### src/rtl/adc_channel_sequencer.sv
// Round-robin ADC channel scheduler: settles the mux, strobes 2^POWER conversions per visit,
// and emits one averaged, channel-tagged result per visit. Optional watchdog: ADC_SEQ_TIMEOUT_EN.
module adc_channel_sequencer #(
  parameter int NUM_CH         = 4,
  parameter int CH_W           = 2,
  parameter int POWER          = 2,
  parameter int SETTLE_CYCLES  = 16,
  parameter int TIMEOUT_CYCLES = 1024
) (
  input  logic              clk,
  input  logic              reset,
  input  logic              enable,
  input  logic [NUM_CH-1:0] ch_mask,
  output logic [CH_W-1:0]   adc_channel,
  output logic              adc_convst,
  input  logic              adc_ready,
  input  logic [15:0]       adc_data,
  output logic              result_valid,
  output logic [CH_W-1:0]   result_channel,
  output logic [15:0]       result_data,
  output logic              busy,
`ifdef ADC_SEQ_TIMEOUT_EN
  output logic              timeout_err,
`endif
  output logic [2:0]        dbg_state
);

  localparam int SAMPLES = 1 << POWER;
  localparam int ACC_W   = 16 + POWER;
  localparam int CNT_W   = POWER + 1;
  localparam int SET_W   = $clog2(SETTLE_CYCLES + 1);
  localparam logic [CNT_W-1:0] LAST_SAMPLE = CNT_W'(SAMPLES - 1);
  localparam logic [SET_W-1:0] LAST_SETTLE = SET_W'(SETTLE_CYCLES - 1);

  typedef enum logic [2:0] {
    S_IDLE   = 3'd0,
    S_SETTLE = 3'd1,
    S_CONVST = 3'd2,
    S_WAIT   = 3'd3,
    S_DONE   = 3'd4
  } state_t;

  state_t           state, state_next;
  logic             ready_r, ready_pulse;
  logic [ACC_W-1:0] acc, acc_sum;
  logic [CNT_W-1:0] sample_cnt;
  logic [SET_W-1:0] settle_cnt;
  logic [CH_W-1:0]  last_ch, base_ch, sel_ch, sel_after, wrap_ch;
  logic             found_after, can_run;
  logic             load_ch, take_sample, end_visit;

`ifdef ADC_SEQ_TIMEOUT_EN
  localparam int WD_W = $clog2(TIMEOUT_CYCLES + 1);
  localparam logic [WD_W-1:0] LAST_WD = WD_W'(TIMEOUT_CYCLES - 1);
  logic [WD_W-1:0] wd_cnt;
  logic            timeout_hit;
`endif

  // Handshake: adc_convst is a one-cycle strobe; a conversion is complete on the first
  // cycle adc_ready is seen high after being low, and adc_data is valid in that cycle.
  // Edges arriving outside WAIT are dropped.
  assign ready_pulse = adc_ready & ~ready_r;
  assign acc_sum     = acc + ACC_W'(adc_data);
  assign can_run     = enable & (|ch_mask);
  assign dbg_state   = state;

  // Outside IDLE the outgoing channel is the reference point for the next pick.
  assign base_ch = (state == S_IDLE) ? last_ch : adc_channel;

  always_comb begin
    sel_after   = '0;
    wrap_ch     = '0;
    found_after = 1'b0;
    for (int i = NUM_CH - 1; i >= 0; i--) begin
      if (ch_mask[i]) begin
        wrap_ch = CH_W'(i);
        if (i > int'(base_ch)) begin
          sel_after   = CH_W'(i);
          found_after = 1'b1;
        end
      end
    end
    sel_ch = found_after ? sel_after : wrap_ch;
  end

  always_comb begin
    state_next  = state;
    load_ch     = 1'b0;
    take_sample = 1'b0;
    end_visit   = 1'b0;
`ifdef ADC_SEQ_TIMEOUT_EN
    timeout_hit = 1'b0;
`endif
    case (state)
      S_IDLE: begin
        if (can_run) begin
          state_next = S_SETTLE;
          load_ch    = 1'b1;
        end
      end
      S_SETTLE: if (settle_cnt == LAST_SETTLE) state_next = S_CONVST;
      S_CONVST: state_next = S_WAIT;
      S_WAIT: begin
        if (ready_pulse) begin
          take_sample = 1'b1;
          state_next  = (sample_cnt == LAST_SAMPLE) ? S_DONE : S_CONVST;
        end
`ifdef ADC_SEQ_TIMEOUT_EN
        else if (wd_cnt == LAST_WD) begin
          timeout_hit = 1'b1;
          end_visit   = 1'b1;
          load_ch     = can_run;
          state_next  = can_run ? S_SETTLE : S_IDLE;
        end
`endif
      end
      S_DONE: begin
        end_visit  = 1'b1;
        load_ch    = can_run;
        state_next = can_run ? S_SETTLE : S_IDLE;
      end
      default: state_next = S_IDLE;
    endcase
  end

  always_ff @(posedge clk) begin
    if (reset) state <= S_IDLE;
    else       state <= state_next;
  end

  always_ff @(posedge clk) begin
    if (reset) begin
      ready_r        <= 1'b0;
      adc_channel    <= '0;
      adc_convst     <= 1'b0;
      busy           <= 1'b0;
      result_valid   <= 1'b0;
      result_channel <= '0;
      result_data    <= '0;
      acc            <= '0;
      sample_cnt     <= '0;
      settle_cnt     <= '0;
      last_ch        <= CH_W'(NUM_CH - 1);
`ifdef ADC_SEQ_TIMEOUT_EN
      wd_cnt         <= '0;
      timeout_err    <= 1'b0;
`endif
    end else begin
      ready_r      <= adc_ready;
      adc_convst   <= (state_next == S_CONVST);
      busy         <= (state_next != S_IDLE);
      result_valid <= 1'b0;
      if (load_ch) begin
        adc_channel <= sel_ch;
        settle_cnt  <= '0;
      end else if (state == S_SETTLE) begin
        settle_cnt <= settle_cnt + 1'b1;
      end
      if (take_sample) begin
        acc        <= acc_sum;
        sample_cnt <= sample_cnt + 1'b1;
        if (state_next == S_DONE) begin
          result_valid   <= 1'b1;
          result_channel <= adc_channel;
          result_data    <= acc_sum[POWER +: 16];
        end
      end
      if (end_visit) begin
        acc        <= '0;
        sample_cnt <= '0;
        last_ch    <= adc_channel;
      end
`ifdef ADC_SEQ_TIMEOUT_EN
      if (state == S_CONVST)    wd_cnt <= '0;
      else if (state == S_WAIT) wd_cnt <= wd_cnt + 1'b1;
      if (timeout_hit) timeout_err <= 1'b1;
`endif
    end
  end

endmodule
### config.mk
export PLATFORM = sky130hd
export DESIGN_NAME = adc_channel_sequencer
export DESIGN_NICKNAME = d
export VERILOG_FILES = /design/src/rtl/adc_channel_sequencer.sv
export SDC_FILE = /design/constraint.sdc
export NUM_CORES = 1
export LEC_CHECK = 0
export ABC_CLOCK_PERIOD_IN_PS = 2250
export CAP_MARGIN = 20
export CORE_ASPECT_RATIO = 1.4
export CORE_MARGIN = 2
export CORE_UTILIZATION = 49
export CTS_CLUSTER_DIAMETER = 200
export DETAILED_ROUTE_END_ITERATION = 8
export PLACE_DENSITY_LB_ADDON = 0.15
export SYNTH_ARGS = -nofsm -noshare
export SYNTH_HDL_FRONTEND = slang
export SYNTH_SLANG_ARGS = --single-unit
### constraint.sdc
create_clock -name clk -period 2.25 [get_ports clk]
set_input_delay 0.45 -clock clk [delete_from_list [all_inputs] [get_ports clk]]
set_output_delay 0.45 -clock clk [all_outputs]
set_load 0.01 [all_outputs]
## Yosys cells after proc, flatten, opt, wreduce, memory -nomap -nowiden

Cells that the tools add are included.

| operators by class | value |
|---|---|
| magnitude comparators | 3 |
| add/subtract/negate cells | 3 |
| equal/unequal tests | 8 |
| bitwise gates (word level) | 4 |
| multiplexer cells | 30 |
| reduce and logical (&&, ||, !) cells | 7 |

Operator list:

| operator | count |
|---|---|
| $mux 2 | 12 |
| $add 18x16->18 | 1 |
| $pmux 3 s5 | 1 |
| $eq 3x2->1 const B | 4 |
| $mux 1 | 12 |
| $mux 3 | 4 |
| $eq 3x3->1 const B | 2 |
| $reduce_or 2->1 | 3 |
| $add 5x1->5 const B | 1 |
| $eq 5x4->1 const B | 1 |
| $gt 2x2->1 const A | 2 |
| $reduce_or 4->1 | 1 |
| $add 3x1->3 const B | 1 |
| $eq 3x1->1 const B | 1 |
| $logic_not 3->1 | 1 |
| $reduce_bool 3->1 | 1 |
| $and 1x1->1 | 2 |
| $gt 1x2->1 const A | 1 |
| $not 1->1 | 2 |
| $pmux 1 s2 | 1 |
| $reduce_and 2->1 | 1 |

| word-level totals | value |
|---|---|
| logic and storage cells | 67 |
| register bits after elaboration | 55 |
| output and inout port bits | 26 |
| input port bits | 24 |

## Logic depth before layout (Yosys ltp)

| logic depth | value |
|---|---|
| depth after elaboration | 10 |
| mapped depth | 9 |
| gate-level depth less buffers | 9 |

## Least setup slack after synthesis

OpenSTA, ideal clock, no wires.

| path | value |
|---|---|
| path kind | input port to flip-flop |
| start point | input port adc_data[0] |
| end point | register acc[10] |
| arrival | 2.163 ns |
| setup time | 0.126 ns |
| buffers on the path | 0 |
| stages on the path | 9 |
| setup slack | -0.039 ns |
| data required time | 2.124 ns |
| cells stage by stage | ha_1 -> inv_1 -> fa_1 -> nor2b_1 -> o21ai_1 -> a211o_1 -> a211oi_1 -> or4_1 -> nand3_1 |

| on the way | value |
|---|---|
| cells in the longest elaborated chain, start to end | 1 |

RTL lines:

| element | line | RTL |
|---|---|---|
| from (decl) | 17 | `input logic [15:0] adc_data,` |
| $add 18x16->18 | 63 | `assign acc_sum = acc + ACC_W'(adc_data);` |
| to (signal assigned) | 160 | `acc <= acc_sum;` |
| to (decl) | 45 | `logic [ACC_W-1:0] acc, acc_sum;` |

Every way passes these cells.
A chain may end at the register's enable or synchronous reset.

## Final worst setup path

| path | value |
|---|---|
| start point | input port adc_data[9] |
| end point | register acc[14] |

The elaborated chain is that of the path after synthesis.

==> impl_metrics.sql <==
INSERT INTO impl_metrics (metric_group, metric, value, unit) VALUES
('sta', 'tightest_slew', '0.451', 'ns'),
('global_route', 'grt_pass1_wl', '14900', 'um'),
('logic_synthesis', 'yosys_warnings', '0', ''),
('routing', 'avgViaCountPerCell', '5.67', ''),
('routing', 'detail-route-antenna-nets', '0', ''),
('worst_setup_path', 'cp_data_required_time', '2.51', 'ns'),
('sta', 'fmaxAchievable', '0.451', 'GHz'),
('cts', 'clk_path_buf_depth', '2', ''),
('sta', 'rsz0062_at_grt', 'yes', ''),
('floorplan', 'placement_rows', '35', ''),
('logic_synthesis', 'netlist-cell-type-count', '57', ''),
('sta', 'period_share', '98.5', '%'),
('final_layout', 'layout_commonest_cell', 'sky130_fd_sc_hd__buf_4', ''),
('sta', 'worst_slew_margin_rel', '69.8', '%'),
('sta', 'setup_viol_count_final', '0', ''),
('sta', 'drv_slew', '0', ''),
('final_layout', 'insertedDiodeCount', '0', ''),
('power', 'power-per-cell-area', '388', 'nW/um^2'),
('routing', 'drt_wl_total', '9150', 'um'),
('logic_synthesis', 'yosysSeqAreaShare', '33.7', '%'),
('global_route', 'global_route.overflow_total', '0', ''),
('routing', 'avgRoutedWirePerCell', '15.4', 'um'),
('final_layout', 'layout_common_cells', 'sky130_fd_sc_hd__buf_4 (75), sky130_fd_sc_hd__nand2_1 (58), sky130_fd_sc_hd__dfxtp_1 (54), sky130_fd_sc_hd__clkdlybuf4s50_1 (41), sky130_fd_sc_hd__nor2_1 (34)', ''),
('status', 'status', 'finished clean', ''),
('global_route', 'grtUsageTotal', '25.5', '%'),
('cts', 'clk_pin_slew', '0.10', 'ns'),
('floorplan', 'die_width', '73.0', 'um'),
('job', 'drv.max_cap_violation_count', '0', ''),
('cts', 'ctsHtreeMaxLevel', '2', ''),
('logic_synthesis', 'ys_seq_elements', '55', ''),
('worst_setup_path', 'worstPathArrival', '2.47', 'ns'),
('cts', 'clock-sinks', '55', ''),
('logic_synthesis', 'synthesis.nets', '453', ''),
('routing', 'dr_total_vias', '3376', ''),
('placed_design', 'detailedPlacementHpwl', '6710', 'um'),
('global_route', 'grt_max_degree', '29', ''),
('global_route', 'first_global_vias', '3329', ''),
('logic_synthesis', 'postSynthCellCount', '408', ''),
('placed_design', 'placed_cells_incl_taps', '580', ''),
('cts', 'clk_latency', '0.31', 'ns'),
('final_layout', 'drive_gt1_share', '22.8', '%'),
('final_layout', 'design.final.nets', '565', ''),
('routing', 'detailedRoute.firstPassIterationCount', '4', ''),
('logic_synthesis', 'synth-edff-count', '0', ''),
('power', 'power.static_leakage', '1.97', 'nW'),
('sta', 'finalCriticalPeriod', '2.22', 'ns'),
('floorplan', 'core-area', '6530', 'sq um'),
('logic_synthesis', 'synth_top_flop_cell', 'sky130_fd_sc_hd__dfxtp_1', ''),
('power', 'irDropWorstVdd', '0.000315', 'V'),
('worst_setup_path', 'flop2flop_setup_slack', '0.10', 'ns'),
('logic_synthesis', 'postSynthAreaPerCell', '8.00', 'sq um'),
('final_layout', 'final_core_utilization', '71.2', '%'),
('routing', 'drc', '0', ''),
('worst_hold_path', 'timing.hold.worst.class', 'register to register', ''),
('sta', 'clock-skew-final', '0.00910', 'ns'),
('final_layout', 'area_growth', '42.4', '%'),
('global_route', 'antenna_found_initial', '0', ''),
('floorplan', 'die_area', '7340', 'sq um'),
('routing', 'drt_iter0_markers', '183', ''),
('sta', 'finalHoldWorstSlack', '0.461', 'ns'),
('floorplan', 'floorplan.initialDensity', '50.0', '%'),
('placed_design', 'routabilityCongestion', '0.923', ''),
('logic_synthesis', 'synthesized_cell_area', '3260', 'sq um'),
('final_layout', 'finish.cell_count_without_fillers', '595', ''),
('worst_setup_path', 'cp-end-kind', 'register', ''),
('worst_setup_path', 'timing.critical_path.fanout_max', '3', ''),
('floorplan', 'design.portCount', '50', ''),
('cts', 'tritoncts', 'built', ''),
('cts', 'cts_buffers', '5', ''),
('floorplan', 'dieHeight', '101', 'um'),
('cts', 'root_buffer', 'sky130_fd_sc_hd__clkbuf_8', ''),
('placed_design', 'portBuffers', '49', ''),
('worst_setup_path', 'timing_worst_setup_path_type', 'input pin to register', ''),
('worst_setup_path', 'cp-start-kind', 'input pin', ''),
('sta', 'hold_violations', '0', ''),
('logic_synthesis', 'post_synth_arst_share', '0', '%');
==> cell families after synthesis <==
family | after synthesis | synth area share [%]
compound gates | 115 | 23.6
xor+xnor | 8 | 2.15
flops | 55 | 33.7
buf+inv | 33 | 4.22
simple gates | 170 | 26.1
mux | 6 | 1.84
fa+ha+maj | 21 | 8.28
==> registers in the layout (all words and copies together), names as in the netlist <==
name / count
sample_cnt: 3
result_data: 16
adc_channel: 2
result_channel: 2
ready_r: 1
busy: 1
last_ch: 2
settle_cnt: 5
dbg_state: 3
adc_convst: 1
result_valid: 1
acc: 18
==> critical path: stages <==
cell                              delay, ns
sky130_fd_sc_hd__clkdlybuf4s50_1       0.50
sky130_fd_sc_hd__ha_4                  0.21
sky130_fd_sc_hd__a21o_1                0.20
sky130_fd_sc_hd__a31o_1                0.27
sky130_fd_sc_hd__a31o_4                0.26
sky130_fd_sc_hd__or4_1                 0.49
sky130_fd_sc_hd__nand3_1               0.09
==> final timing paths <==
kind,startpoint,endpoint,depth (start not counted)
worst min-delay path,result_channel[0]$_SDFFE_PP0P_,result_channel[0]$_SDFFE_PP0P_,2
worst max register to register,acc[0]$_SDFFE_PP0P_,acc[10]$_SDFFE_PP0P_,9
worst max-delay path,adc_data[9],acc[14]$_SDFFE_PP0P_,7
worst min register to register,result_channel[0]$_SDFFE_PP0P_,result_channel[0]$_SDFFE_PP0P_,2
==> final cells by class <==
class	instances	area, sq um
timing repair buffer	126	1090
multi-input combinational	320	2230
fill	537	1880
clock inverter	2	16.3
tap	74	92.6
clock buffer	6	72.6
inverter	12	45.0
sequential	55	1100
==> layer usage <==
metal,wire [um],track usage (%),vias up
met5,0,0,-
li1,-,-,1698
met1,3880,29.8,1587
met2,4890,48.0,75
met4,156,6.84,0
met3,229,2.50,16
==> where the power goes <==
group	switching, mW	leakage, nW	internal, mW
logic	0.125	1.48	0.128
clock network	0.331	0.0418	0.225
registers	0.0106	0.445	0.983
==> synthesized netlist by cell type (all sizes together), types with 3 or more instances <==
| cell | n | area [sq um] |
|---|---|---|
| nand4 | 6 | 37.5 |
| or3 | 7 | 43.8 |
| a31oi | 8 | 50.1 |
| xnor2 | 4 | 35.0 |
| ha | 20 | 250 |
| buf | 9 | 46.3 |
| clkbuf | 12 | 46.3 |
| o31ai | 3 | 22.5 |
| o21ai | 20 | 100 |
| nor2b | 7 | 43.8 |
| nor3b | 5 | 42.5 |
| dfxtp | 55 | 1100 |
| a211o | 4 | 35.0 |
| nand3 | 16 | 80.1 |
| inv | 12 | 45.0 |
| o211ai | 4 | 35.0 |
| nand3b | 10 | 75.1 |
| a211oi | 8 | 60.1 |
| nand2b | 3 | 18.8 |
| and3 | 4 | 35.0 |
| nor2 | 34 | 128 |
| o311ai | 3 | 26.3 |
| a21oi | 37 | 200 |
| or4 | 3 | 22.5 |
| and2 | 4 | 25.0 |
| xor2 | 4 | 35.0 |
| nor3 | 8 | 40.0 |
| mux2i | 6 | 60.1 |
| nand2 | 59 | 229 |
| a21o | 12 | 90.1 |
==> repair_timing <==
action | 4_1_cts | 5_1_grt
resized for setup | 14 | 31
hold buffers | 0 | 0
pin swaps | 11 | 23
buffers inserted | 3 | 5
endpoints found under the setup margin | 14 | 13
==> per-stage QoR <==
stage | area, sq um | setup TNS (ns) | power (mW) | setup WS (ns)
6_report | 4650 | 0 | 1.80 | 0.0332
5_1_grt | 4650 | -0.0856 | 1.88 | -0.0413
4_1_cts | 4450 | 0 | 1.81 | 0.00980
3_5_place_dp | 4300 | -8.60 | 1.25 | -0.555
3_3_place_gp | 4300 | -8.32 | 1.25 | -0.521
2_1_floorplan | 3270 | -0.0107 | 1.13 | -0.0107
No activity file was read; power rests on OpenSTA's default activity.
